`src/rtl/mul_div_unit.sv`:
```
// Iterative RV32M multiply/divide unit for the EX stage.
// One radix-2 step per cycle, fixed latency, valid/ready on both sides.
module mul_div_unit #(
   parameter int WIDTH = 32,
   parameter int OP_W  = 2
) (
   input  logic             clk_i,
   input  logic             rst_i,
   input  logic             flush_i,
   input  logic             valid_i,
   output logic             ready_o,
   input  logic [OP_W-1:0]  op_i,
   input  logic [WIDTH-1:0] data1_i,
   input  logic [WIDTH-1:0] data2_i,
   output logic             valid_o,
   input  logic             ready_i,
   output logic [WIDTH-1:0] data_o,
   output logic             Zero_o,
   output logic             busy_o
);

   localparam int CW = $clog2(WIDTH);
   localparam logic [OP_W-1:0] OP_MUL  = OP_W'(0);
   localparam logic [OP_W-1:0] OP_DIV  = OP_W'(1);
   localparam logic [OP_W-1:0] OP_DIVU = OP_W'(2);
   localparam logic [OP_W-1:0] OP_REM  = OP_W'(3);

   typedef enum logic [1:0] {S_IDLE, S_BUSY, S_FIX, S_DONE} state_t;

   state_t           state_q, state_d;
   logic [CW-1:0]    cnt_q, cnt_d;
   logic [OP_W-1:0]  op_q, op_d;
   logic [WIDTH-1:0] a_q, a_d;
   logic [WIDTH-1:0] b_q, b_d;
   logic [WIDTH-1:0] acc_q, acc_d;
   logic             neg_q, neg_d;
   logic             sgn1_q, sgn1_d;
   logic             div0_q, div0_d;
   logic [WIDTH-1:0] data_q, data_d;
   logic             zero_q, zero_d;

   logic             is_signed;
   logic [WIDTH:0]   rem_sh;
   logic [WIDTH+1:0] trial;
   logic [WIDTH-1:0] res;

   assign ready_o = (state_q == S_IDLE);
   assign valid_o = (state_q == S_DONE);
   assign busy_o  = (state_q != S_IDLE);
   assign data_o  = data_q;
   assign Zero_o  = zero_q;

   // a_q holds the multiplier / dividend-then-quotient,
   // acc_q the product / partial remainder.
   assign is_signed = (op_i == OP_DIV) || (op_i == OP_REM);
   assign rem_sh    = {acc_q, a_q[WIDTH-1]};
   assign trial     = {1'b0, rem_sh} - {2'b00, b_q};

   always_comb begin
      res = acc_q;
      case (op_q)
         OP_MUL:  res = acc_q;
         OP_DIVU: res = div0_q ? '1 : a_q;
         OP_DIV:  res = div0_q ? '1 : (neg_q ? -a_q : a_q);
         OP_REM:  res = sgn1_q ? -acc_q : acc_q;
         default: res = acc_q;
      endcase
   end

   always_comb begin
      state_d = state_q;
      cnt_d   = cnt_q;
      op_d    = op_q;
      a_d     = a_q;
      b_d     = b_q;
      acc_d   = acc_q;
      neg_d   = neg_q;
      sgn1_d  = sgn1_q;
      div0_d  = div0_q;
      data_d  = data_q;
      zero_d  = zero_q;
      unique case (state_q)
         S_IDLE: begin
            if (valid_i) begin
               state_d = S_BUSY;
               cnt_d   = '0;
               op_d    = op_i;
               acc_d   = '0;
               a_d     = (is_signed && data1_i[WIDTH-1]) ? -data1_i : data1_i;
               b_d     = (is_signed && data2_i[WIDTH-1]) ? -data2_i : data2_i;
               neg_d   = data1_i[WIDTH-1] ^ data2_i[WIDTH-1];
               sgn1_d  = data1_i[WIDTH-1];
               div0_d  = (data2_i == '0);
            end
         end
         S_BUSY: begin
            cnt_d = cnt_q + 1'b1;
            if (cnt_q == CW'(WIDTH-1)) state_d = S_FIX;
            if (op_q == OP_MUL) begin
               if (a_q[0]) acc_d = acc_q + b_q;
               b_d = b_q << 1;
               a_d = a_q >> 1;
            end else if (!trial[WIDTH+1]) begin
               acc_d = trial[WIDTH-1:0];
               a_d   = {a_q[WIDTH-2:0], 1'b1};
            end else begin
               acc_d = rem_sh[WIDTH-1:0];
               a_d   = {a_q[WIDTH-2:0], 1'b0};
            end
         end
         S_FIX: begin
            state_d = S_DONE;
            data_d  = res;
            zero_d  = (res == '0);
         end
         S_DONE: begin
            if (ready_i) state_d = S_IDLE;
         end
      endcase
      if (flush_i) state_d = S_IDLE;
   end

   always_ff @(posedge clk_i or negedge rst_i) begin
      if (!rst_i) begin
         state_q <= S_IDLE;
         cnt_q   <= '0;
         op_q    <= '0;
         a_q     <= '0;
         b_q     <= '0;
         acc_q   <= '0;
         neg_q   <= 1'b0;
         sgn1_q  <= 1'b0;
         div0_q  <= 1'b0;
         data_q  <= '0;
         zero_q  <= 1'b0;
      end else begin
         state_q <= state_d;
         cnt_q   <= cnt_d;
         op_q    <= op_d;
         a_q     <= a_d;
         b_q     <= b_d;
         acc_q   <= acc_d;
         neg_q   <= neg_d;
         sgn1_q  <= sgn1_d;
         div0_q  <= div0_d;
         data_q  <= data_d;
         zero_q  <= zero_d;
      end
   end

endmodule

```
`config.mk`:
```
export PLATFORM = sky130hd
export DESIGN_NAME = mul_div_unit
export DESIGN_NICKNAME = d
export VERILOG_FILES = /design/src/rtl/mul_div_unit.sv
export SDC_FILE = /design/constraint.sdc
export NUM_CORES = 1
export LEC_CHECK = 0
export ABC_AREA = 1
export CORE_MARGIN = 5
export CORE_UTILIZATION = 45
export CTS_BUF_LIST = sky130_fd_sc_hd__clkbuf_8
export DETAILED_ROUTE_END_ITERATION = 6
export PLACE_DENSITY = 0.67
export SETUP_SLACK_MARGIN = 0.02
export SLEW_MARGIN = 10
export SYNTH_ARGS = -nofsm -noshare
export SYNTH_HDL_FRONTEND = slang
export SYNTH_SLANG_ARGS = --single-unit
```
`constraint.sdc`:
```
create_clock -name clk_i -period 3 [get_ports clk_i]
set_input_delay 0.9 -clock clk_i [delete_from_list [all_inputs] [get_ports clk_i]]
set_output_delay 0.9 -clock clk_i [all_outputs]
set_load 0.1 [all_outputs]
```
==> results.py, run 1 <==
metrics = {
    "placed_design": {
        "place_ws_ns": -0.148,
        "dp_hpwl_um": 53400,
        "port_buffers": 106,
        "dpl_cell_area_mm2": 0.0174,
        "dpl.cell_count": 3118,
        "gp_congestion": 1.05,
    },
    "floorplanning": {
        "boundaryPins": 107,
        "rows": 67,
        "die_h_um": 194,
        "coreArea_mm2": 0.0334,
        "die_area_mm2": 0.0374,
        "start_util": 0.454,
        "die_w_um": 194,
    },
    "synthesis": {
        "synth_top_cell_area_share": 0.233,
        "synth_seq_cells": 141,
        "ys_top_cells_by_area": "dfrtp_1, nand2_1, o21ai_0",
        "synth_edf_count": 0,
        "synthDistinctLibCells": 50,
        "yosysSeqAreaShare": 0.233,
        "async_flop_share": 1.00,
        "ys_warn_count": 0,
        "syn_area_mm2": 0.0152,
        "yosys_most_used_dff": "dfrtp_1",
        "syn_inst": 2517,
        "synth_commonest_cells": "nand2_1, nor2_1, inv_1, o21ai_0, nand3_1",
        "yosysMostFrequentCell": "nand2_1",
        "syn_nets": 2663,
        "synth_top_area_cell": "dfrtp_1",
        "syn_avg_cell_area_um2": 6.02,
    },
    "critical_path": {
        "crit_arrival_ns": 3.19,
        "cp_slowest_cell": "dfrtp_1",
        "max_stage_delay_ns": 0.45,
        "cp_max_fo": 13,
        "cp.required_ns": 3.38,
        "cp_common_cell": "nor2_4",
        "crit_buf_inv": 4,
        "crit_path_end_kind": "flop",
        "path_delay_family": "simple AND/OR/NAND/NOR gates",
        "startpoint_type": "flop",
        "cp_cell_sequence": "inv_1 > ha_2 > nand2_2 > nor2_4 > inv_2 > nor2_4 > inv_2 > nor2_4 > nand4_2 > nand4_4 > nand2_8 > buf_4 > a21oi_1 > o21ai_0 > nand3b_1 > nand2_1",
        "critical_path_class": "flop to flop",
    },
    "layout": {
        "regArea_mm2": 0.00353,
        "areaGrowthSynthToFinish_pct": 17.5,
        "multi_input_area_mm2": 0.0102,
        "final_cells": 3153,
        "layout-drive-gt1-share": 0.106,
        "finalNetCount": 2838,
        "nFillCells": 3529,
        "finish.instance_area_mm2": 0.0178,
        "num_antenna_cells": 0,
    },
    "clock_network": {
        "cts_num_sinks": 141,
        "cts_tree": "built",
        "cts_hold_repair.buffers": 0,
        "cts_buffer_depth": 2,
        "numCtsBuffers": 17,
        "cts_root_buffer": "clkbuf_8",
        "ctsHtreeMaxLevel": 4,
        "clk_pin_slew_worst_paths_ns": 0.09,
        "clk-insertion-delay-late_ns": 0.50,
    },
    "sta": {
        "rsz0062_at_grt": "false",
        "hold_viol": 0,
        "fmax_mhz": 356,
        "worst_pin_slew_ns": 0.924,
        "setup_viol": 0,
        "relSlewSlack": 0.382,
        "whs_ns": 0.308,
        "fin_ws_ns": 0.188,
        "period_needed_ns": 2.81,
        "fin_skew_ns": 0.0180,
        "slew_viol_final": 0,
        "period_share": 0.937,
    },
    "status": {
        "outcome": "completed",
    },
    "global_routing": {
        "grt_overflow": 0,
        "grt_pass1_wl_um": 99500,
        "grt_pass1_vias": 16800,
        "antenna_found_initial": 0,
        "grt_max_degree": 71,
        "grt.total_usage": 0.335,
    },
    "power_and_ir_drop": {
        "power-per-cell-area_mw_per_mm2": 1170,
        "leakagePower_nw": 8.88,
        "vdd_drop_max_mv": 0.992,
    },
    "routing": {
        "num_vias": 18200,
        "drc_errors": 0,
        "drtIter0Drc": 1923,
        "viasPerCell": 5.78,
        "routedWlPerCell_um": 20.4,
        "ant_nets": 0,
        "drtPass1Iterations": 6,
        "wl_um": 64400,
    },
    "worst_hold_path": {
        "hold_class": "input port to async pin",
    },
    "flow_run": {
        "drv_cap": 0,
    },
}
cell usage in the layout, fill, tap and decap left out, types with 5 or more instances in the layout:
master,Yosys,routed
nand2_1,654,653
nor2_1,295,292
inv_1,271,270
o21ai_0,243,240
nand3_1,238,237
buf_4,3,172
a21oi_1,170,166
dfrtp_1,141,136
clkdlybuf4s50_1,0,69
ha_1,73,68
nand4_1,48,48
a31oi_1,35,35
xor2_1,27,27
o21ai_1,24,27
nor3_1,21,21
xnor2_1,19,18
o211ai_1,17,17
clkbuf_8,0,17
a21o_1,13,13
inv_2,11,12
o2111ai_1,12,12
o21bai_1,12,11
o221ai_1,11,11
o21a_1,10,10
nor2_2,6,9
or2_2,9,9
nand2_2,7,8
nor2_4,8,8
nand3b_1,7,7
o22ai_1,7,7
inv_6,0,6
nor4_1,5,5
a21oi_2,1,5
a211oi_1,5,5
dfrtp_2,0,5
sequential cells by signal, summed over array words and instances, names as in the netlist, 2 cells and up:
signal	cells
b_q	32
op_q	2
data_o	32
a_q	32
cnt_q	5
acc_q	32
state_q	2
cell families (layout without fill, tap and decap cells):
family                   count (synthesis)  in the layout  share of synthesized area
AND/OR/NAND/NOR                       1308           1308                      0.369
AO/OA/AOI/OAI                          574            574                      0.212
buffers and inverters                  373            561                     0.0965
flip-flops                             141            141                      0.233
adder cells (fa/ha/maj)                 75             75                     0.0629
XOR/XNOR                                46             46                     0.0266
power by group:
group          internal, W  switching [W]  total [W]
Combinational      0.00459         0.0109     0.0155
Sequential         0.00269        0.00109    0.00378
Clock             0.000598       0.000913    0.00151
worst paths after layout:
check	startpoint	to	slack (ns)	cells past startpoint
worst max-delay path	b_q[21]$_DFFE_PN0P_	acc_q[29]$_DFFE_PN0P_	0.19	16
worst min-delay path	rst_i	b_q[22]$_DFFE_PN0P_	0.31	1
worst max register to register	b_q[21]$_DFFE_PN0P_	acc_q[29]$_DFFE_PN0P_	0.19	16
worst min register to register	data_o[5]$_DFFE_PN0N_	data_o[5]$_DFFE_PN0N_	0.49	2
max in group asynchronous	rst_i	data_o[23]$_DFFE_PN0N_	1.87	2
min in group clk_i	data_o[5]$_DFFE_PN0N_	data_o[5]$_DFFE_PN0N_	0.49	2
cell type report:
cell class              count  area share
multi-input cells        2003       0.574
flip-flops and latches    141       0.199
repair buffers            245       0.115
inverters                 284      0.0600
well taps                 448      0.0315
clock buffers              17      0.0131
clock inverters            15     0.00703
metrics by stage:
stage          setup TNS, ns   util  power, W
2_1_floorplan              0      -    0.0136
3_3_place_gp          -0.211  0.520    0.0187
3_5_place_dp          -0.560  0.520    0.0187
4_1_cts                    0  0.531    0.0203
5_1_grt                    0  0.534    0.0224
6_report                   0  0.534    0.0208
routing by layer:
| metal | track usage | vias to the layer above | routed length [um] |
|---|---|---|---|
| li1 | - | 8800 | - |
| met1 | 0.495 | 8481 | 29600 |
| met2 | 0.477 | 794 | 26100 |
| met3 | 0.0830 | 136 | 6300 |
| met4 | 0.112 | 0 | 2380 |
| met5 | 0 | - | 0 |
repair_timing:
item                                    CTS  global route
buffers inserted                          0             3
hold endpoints to repair                  0             0
pin swaps                                 0             1
resized for setup                         1            22
endpoints found under the setup margin    1            11
No activity file was read; power rests on OpenSTA's default activity.
==> inputs of run 2 (changes only) <==
Settings changed: CTS_CLUSTER_DIAMETER set to 50, GPL_TIMING_DRIVEN set to 0, TNS_END_PERCENT set to 5.
==> run 2 against run 1 <==
- maximum frequency fell by 5.2%
- design area is 2.2% lower
- critical endpoint is now acc_q[16]$_DFFE_PN0P_
- worst setup slack lost 0.16 ns
- clock skew hardly changed
- total power grew 0.50%
- count of clock-buffer cells in the layout is 1 higher
- via count about the same
- cell count shrank 1.3%
- critical path depth decreased by 2
- wire length up 3.2%
- non-clock buffer count down 41
- die area unchanged
==> results.py, run 2 (synthesized netlist as in run 1, its figures left out) <==
metrics = {
    "layout": {
        "layout-drive-gt1-share": 0.0646,
        "num_antenna_cells": 0,
        "areaGrowthSynthToFinish_pct": 15.0,
        "final_cells": 3112,
        "final_common_cell": "nand2_1",
        "most-common-layout-cells": "nand2_1, nor2_1, inv_1, o21ai_0, nand3_1",
        "finish.instance_area_mm2": 0.0174,
        "finalNetCount": 2797,
    },
    "global_routing": {
        "grt_pass1_wl_um": 100000,
        "grt_overflow": 0,
        "grt_max_degree": 85,
        "grt_pass1_vias": 16800,
        "grt.total_usage": 0.341,
        "top_usage_layer": "met1",
        "use_met1": 0.497,
        "grt_use_met3": 0.107,
        "met2_usage": 0.485,
        "antenna_found_initial": 0,
    },
    "routing": {
        "drtPass1Iterations": 6,
        "ant_nets": 0,
        "wl_um": 66400,
        "num_vias": 18200,
        "viasPerCell": 5.85,
        "routedWlPerCell_um": 21.3,
        "drc_errors": 0,
        "drtIter0Drc": 1786,
    },
    "sta": {
        "fin_skew_ns": 0.0178,
        "rsz0062_at_grt": "true",
        "period_needed_ns": 2.97,
        "hold_viol": 0,
        "relSlewSlack": 0.324,
        "whs_ns": 0.382,
        "slew_viol_final": 0,
        "period_share": 0.989,
        "worst_pin_slew_ns": 1.01,
        "tns_ns": 0,
        "fin_ws_ns": 0.0328,
        "setup_viol": 0,
        "fmax_mhz": 337,
    },
    "floorplanning": {
        "die_area_mm2": 0.0374,
        "die_w_um": 194,
        "die_h_um": 194,
        "boundaryPins": 107,
        "rows": 67,
        "coreArea_mm2": 0.0334,
        "start_util": 0.454,
    },
    "placed_design": {
        "dpl.cell_count": 3073,
        "dp_hpwl_um": 55000,
        "gp_congestion": 1.06,
        "place_ws_ns": -0.505,
        "port_buffers": 106,
        "dpl_cell_area_mm2": 0.0168,
    },
    "critical_path": {
        "critical_path_class": "flop to flop",
        "startpoint_type": "flop",
        "cp.required_ns": 3.37,
        "cp_max_fo": 10,
        "crit_path_end_kind": "flop",
        "crit_arrival_ns": 3.34,
    },
    "worst_hold_path": {
        "hold_class": "input port to async pin",
    },
    "clock_network": {
        "cts_num_sinks": 141,
        "cts_tree": "built",
        "numCtsBuffers": 17,
        "cts_hold_repair.buffers": 0,
        "cts_buffer_depth": 2,
        "cts_root_buffer": "clkbuf_8",
        "ctsHtreeMaxLevel": 4,
        "clk-insertion-delay-late_ns": 0.51,
        "clk_pin_slew_worst_paths_ns": 0.09,
    },
    "status": {
        "outcome": "completed",
    },
    "flow_run": {
        "drv_cap": 0,
    },
    "power_and_ir_drop": {
        "power-per-cell-area_mw_per_mm2": 1200,
        "vdd_drop_max_mv": 1.08,
        "leakagePower_nw": 8.40,
    },
}
## run 2: cell types whose count changed in the layout (fill, tap and decap cells not counted), sizes merged, moves of 2 or more
| cell | delta |
|---|---|
| buf | -129 |
| clkbuf | +53 |
| clkdlybuf4s50 | +33 |
| clkdlybuf4s15 | +2 |
| inv | -2 |
## run 2: layout make-up
class | count | area (um2)
tap | 448 | 561
timing repair buffer | 115 | 1170
buffer | 89 | 398
clock inverter | 14 | 134
multi-input combinational | 2003 | 10300
clock buffer | 18 | 248
fill | 3607 | 15900
inverter | 284 | 1070
sequential | 141 | 3540
## run 2: metrics by stage
step	total power (W)	util
finish	0.0209	0.522
global route	0.0223	0.522
floorplan	0.0136	-
global placement	0.0184	0.503
detailed placement	0.0185	0.505
CTS	0.0202	0.517
## run 2: metal layers
metal  part of all wire  up-vias  wire, um
li1                   -     8711         -
met1               0.46     8435     30300
met2               0.40      936     26900
met3               0.11      112      7210
met4              0.030        0      1990
met5                  0        -         0
## run 2: power breakdown
part,switching [W],internal [W],total [W]
clock network,0.000895,0.000692,0.00159
registers,0.00128,0.00270,0.00398
logic,0.0110,0.00429,0.0153
## run 2: path summary, 6_finish.rpt
path,to,from,slack [ns],cells past startpoint
max in group asynchronous,data_o[31]$_DFFE_PN0N_,rst_i,1.90,3
worst min register to register,data_o[6]$_DFFE_PN0N_,data_o[6]$_DFFE_PN0N_,0.49,2
worst max register to register,acc_q[16]$_DFFE_PN0P_,b_q[28]$_DFFE_PN0P_,0.03,14
worst min-delay path,b_q[30]$_DFFE_PN0P_,rst_i,0.38,2
worst max-delay path,acc_q[16]$_DFFE_PN0P_,b_q[28]$_DFFE_PN0P_,0.03,14
min in group clk_i,data_o[6]$_DFFE_PN0N_,data_o[6]$_DFFE_PN0N_,0.49,2
## run 2: timing repair
item                       4_1_cts  5_1_grt
gates resized for setup         17       43
gates cloned                     0        0
pin swaps                        1        3
buffers inserted                 1        6
setup endpoints to repair       12       39
## run 2: worst max-delay path: stages, from the launching register on
cell      delay (ns)
dfrtp_1         0.49
inv_1           0.20
ha_2            0.44
nand2_2         0.09
nor2_1          0.19
nand2_1         0.13
nor2_4          0.14
nand4_2         0.11
nand4_4         0.24
nand2_8         0.13
inv_4           0.10
buf_6           0.19
nand3b_1        0.18
nand2_1         0.12
o21ai_1         0.06
==> inputs of run 3 (changes only) <==
Settings changed: GPL_TIMING_DRIVEN 0 to unset.
==> run 3 against run 2 <==
- wire length decreased by 3.1%
- die area unchanged
- worst hold slack got worse by 0.072 ns
- register-to-register slack improved by 0.10 ns
- sequential cell count unchanged
- count of clock-buffer cells in the layout decreased by 1
- design area increased by 1.9%
- first-iteration DRC count increased by 8.1%
- via count about the same
- sequential share of layout area decreased by 0.44 points
- combinational power about the same
- critical endpoint is now acc_q[29]$_DFFE_PN0P_
==> results.py, run 3 (synthesized netlist as in run 1, its figures left out) <==
metrics = {
    "power_and_ir_drop": {
        "intPower_w": 0.00782,
        "power-per-cell-area_mw_per_mm2": 1170,
        "vdd_drop_max_mv": 0.992,
        "p_seq_frac": 0.182,
        "combPwrFrac": 0.745,
        "pwr-share-clk": 0.073,
        "power.share.switching": 0.622,
        "total_power_w": 0.0207,
        "leakagePower_nw": 8.88,
        "power_switching_w": 0.0129,
    },
    "clock_network": {
        "numCtsBuffers": 17,
        "cts_tree": "built",
        "post_cts_buffers": 0,
        "clk-insertion-delay-late_ns": 0.49,
        "cts_num_sinks": 141,
        "cts_hold_repair.buffers": 0,
        "ctsHtreeMaxLevel": 4,
        "cts_buffer_depth": 2,
        "cts_root_buffer": "clkbuf_8",
        "clk_pin_slew_worst_paths_ns": 0.09,
    },
    "sta": {
        "period_share": 0.955,
        "tns_ns": 0,
        "fin_skew_ns": 0.0170,
        "setup_viol": 0,
        "slew_viol_final": 0,
        "hold_viol": 0,
        "rsz0062_at_grt": "true",
        "period_needed_ns": 2.86,
        "fmax_mhz": 349,
        "worst_pin_slew_ns": 0.875,
        "relSlewSlack": 0.414,
    },
    "layout": {
        "most-common-layout-cells": "nand2_1, nor2_1, inv_1, o21ai_0, nand3_1",
        "fin_util": 0.532,
        "final_cells": 3150,
        "areaGrowthSynthToFinish_pct": 17.1,
        "finish.instance_area_mm2": 0.0177,
        "finalNetCount": 2835,
        "num_antenna_cells": 0,
        "final_common_cell": "nand2_1",
        "layout-drive-gt1-share": 0.101,
    },
    "floorplanning": {
        "die_h_um": 194,
        "die_area_mm2": 0.0374,
        "die_w_um": 194,
        "coreArea_mm2": 0.0334,
        "boundaryPins": 107,
        "start_util": 0.454,
        "rows": 67,
    },
    "routing": {
        "met1Wirelength_um": 29800,
        "drtPass1Iterations": 6,
        "viasPerCell": 5.78,
        "ant_nets": 0,
        "num_vias": 18200,
        "routedWlPerCell_um": 20.4,
        "dr_wl_met3_um": 6160,
        "wl_um": 64400,
        "wl_met2_um": 26200,
        "highest_layer": "met4",
        "drc_errors": 0,
        "drtIter0Drc": 1931,
    },
    "critical_path": {
        "reg2reg_from": "b_q[16]$_DFFE_PN0P_",
        "r2r_cells": 14,
        "critical_path_class": "flop to flop",
        "cp_cell_sequence": "inv_1 > ha_1 > a21oi_1 > o21ai_1 > a21oi_1 > nand2_1 > nand2_1 > nand4_4 > nand2_8 > buf_4 > a21oi_1 > o21ai_0 > nand3b_1 > nand2_1",
        "timing.rr.end": "acc_q[29]$_DFFE_PN0P_",
        "crit_path_end_kind": "flop",
        "crit_arrival_ns": 3.29,
        "cp_slowest_cell": "dfrtp_1",
        "max_stage_delay_ns": 0.48,
        "startpoint_type": "flop",
        "cp_max_fo": 13,
        "cp.required_ns": 3.43,
        "r2r_slack_ns": 0.14,
    },
    "placed_design": {
        "port_buffers": 106,
        "dpl.cell_count": 3118,
        "gp_congestion": 1.05,
        "dpl_cell_area_mm2": 0.0174,
        "dp_hpwl_um": 53400,
    },
    "global_routing": {
        "grt.total_usage": 0.335,
        "grt_overflow": 0,
        "grt_pass1_vias": 16800,
        "grt_max_degree": 71,
        "antenna_found_initial": 0,
        "grt_pass1_wl_um": 99500,
    },
    "flow_run": {
        "drv_cap": 0,
    },
    "worst_hold_path": {
        "hold_class": "input port to async pin",
    },
    "status": {
        "outcome": "completed",
    },
}
==> run 3: cell count changes in the layout (fill, tap and decap cells not counted), moves of 4 or more <==
cell             change
ha_2                 -5
clkdlybuf4s50_1     -33
dfrtp_2             -10
nor2_1               +4
ha_1                 +8
buf_1               -10
dfrtp_1             +10
buf_4              +159
buf_2               -21
clkbuf_1            -49
==> run 3: per-layer routing <==
metal,GRT usage,vias to the layer above
met3,0.0830,125
met4,0.112,0
met5,0,-
met1,0.495,8492
met2,0.477,792
li1,-,8788
==> run 3: power by group through the flow <==
stage               registers [W]  logic [W]  clock network [W]
floorplan                 0.00464    0.00892                  0
detailed placement        0.00373     0.0150                  0
global placement          0.00372     0.0149                  0
CTS                       0.00370     0.0151            0.00154
finish                    0.00378     0.0154            0.00151
global route              0.00383     0.0168            0.00161
==> run 3: per-stage QoR <==
step	worst slack, ns	hold WS [ns]
3_3_place_gp	-0.0584	0.464
4_1_cts	0.0528	0.301
3_5_place_dp	-0.148	0.468
5_1_grt	-0.0405	0.316
6_report	0.136	0.310
2_1_floorplan	0.150	0.448
==> run 3: critical path, delay by kind of cell, from the launching register on <==
| family | cells | cell delay (ns) |
|---|---|---|
| AOI/OAI and AO/OA | 5 | 0.83 |
| adders and majority gates | 1 | 0.38 |
| buffers and inverters | 2 | 0.34 |
| and+or+nand+nor | 6 | 0.74 |
| DFF | 1 | 0.48 |
==> run 3: worst max path at each step <==
stage,startpoint,end,slack [ns],cells past startpoint
after floorplan,state_q[0]$_DFFE_PN0P_,b_q[22]$_DFFE_PN0P_,0.15,10
after CTS,b_q[0]$_DFFE_PN0P_,acc_q[18]$_DFFE_PN0P_,0.05,17
after global routing,b_q[19]$_DFFE_PN0P_,acc_q[29]$_DFFE_PN0P_,-0.04,16
final,b_q[16]$_DFFE_PN0P_,acc_q[29]$_DFFE_PN0P_,0.14,14
after detailed placement,data1_i[1],a_q[28]$_DFFE_PN0P_,-0.15,13
after global placement,data1_i[0],a_q[28]$_DFFE_PN0P_,-0.06,13
==> run 3: area by class of cell <==
cell class | count | area (um2)
fillers | 3531 | 15600
multi-input cells | 2003 | 10200
flip-flops and latches | 141 | 3530
repair buffers | 242 | 2030
inverters | 284 | 1070
well taps | 448 | 561
clock buffers | 17 | 234
clock inverters | 15 | 125
==> run 3: timing repair <==
item | in CTS | in global routing
resized for setup | 1 | 11
setup endpoints to repair | 1 | 11
cloned | 0 | 0
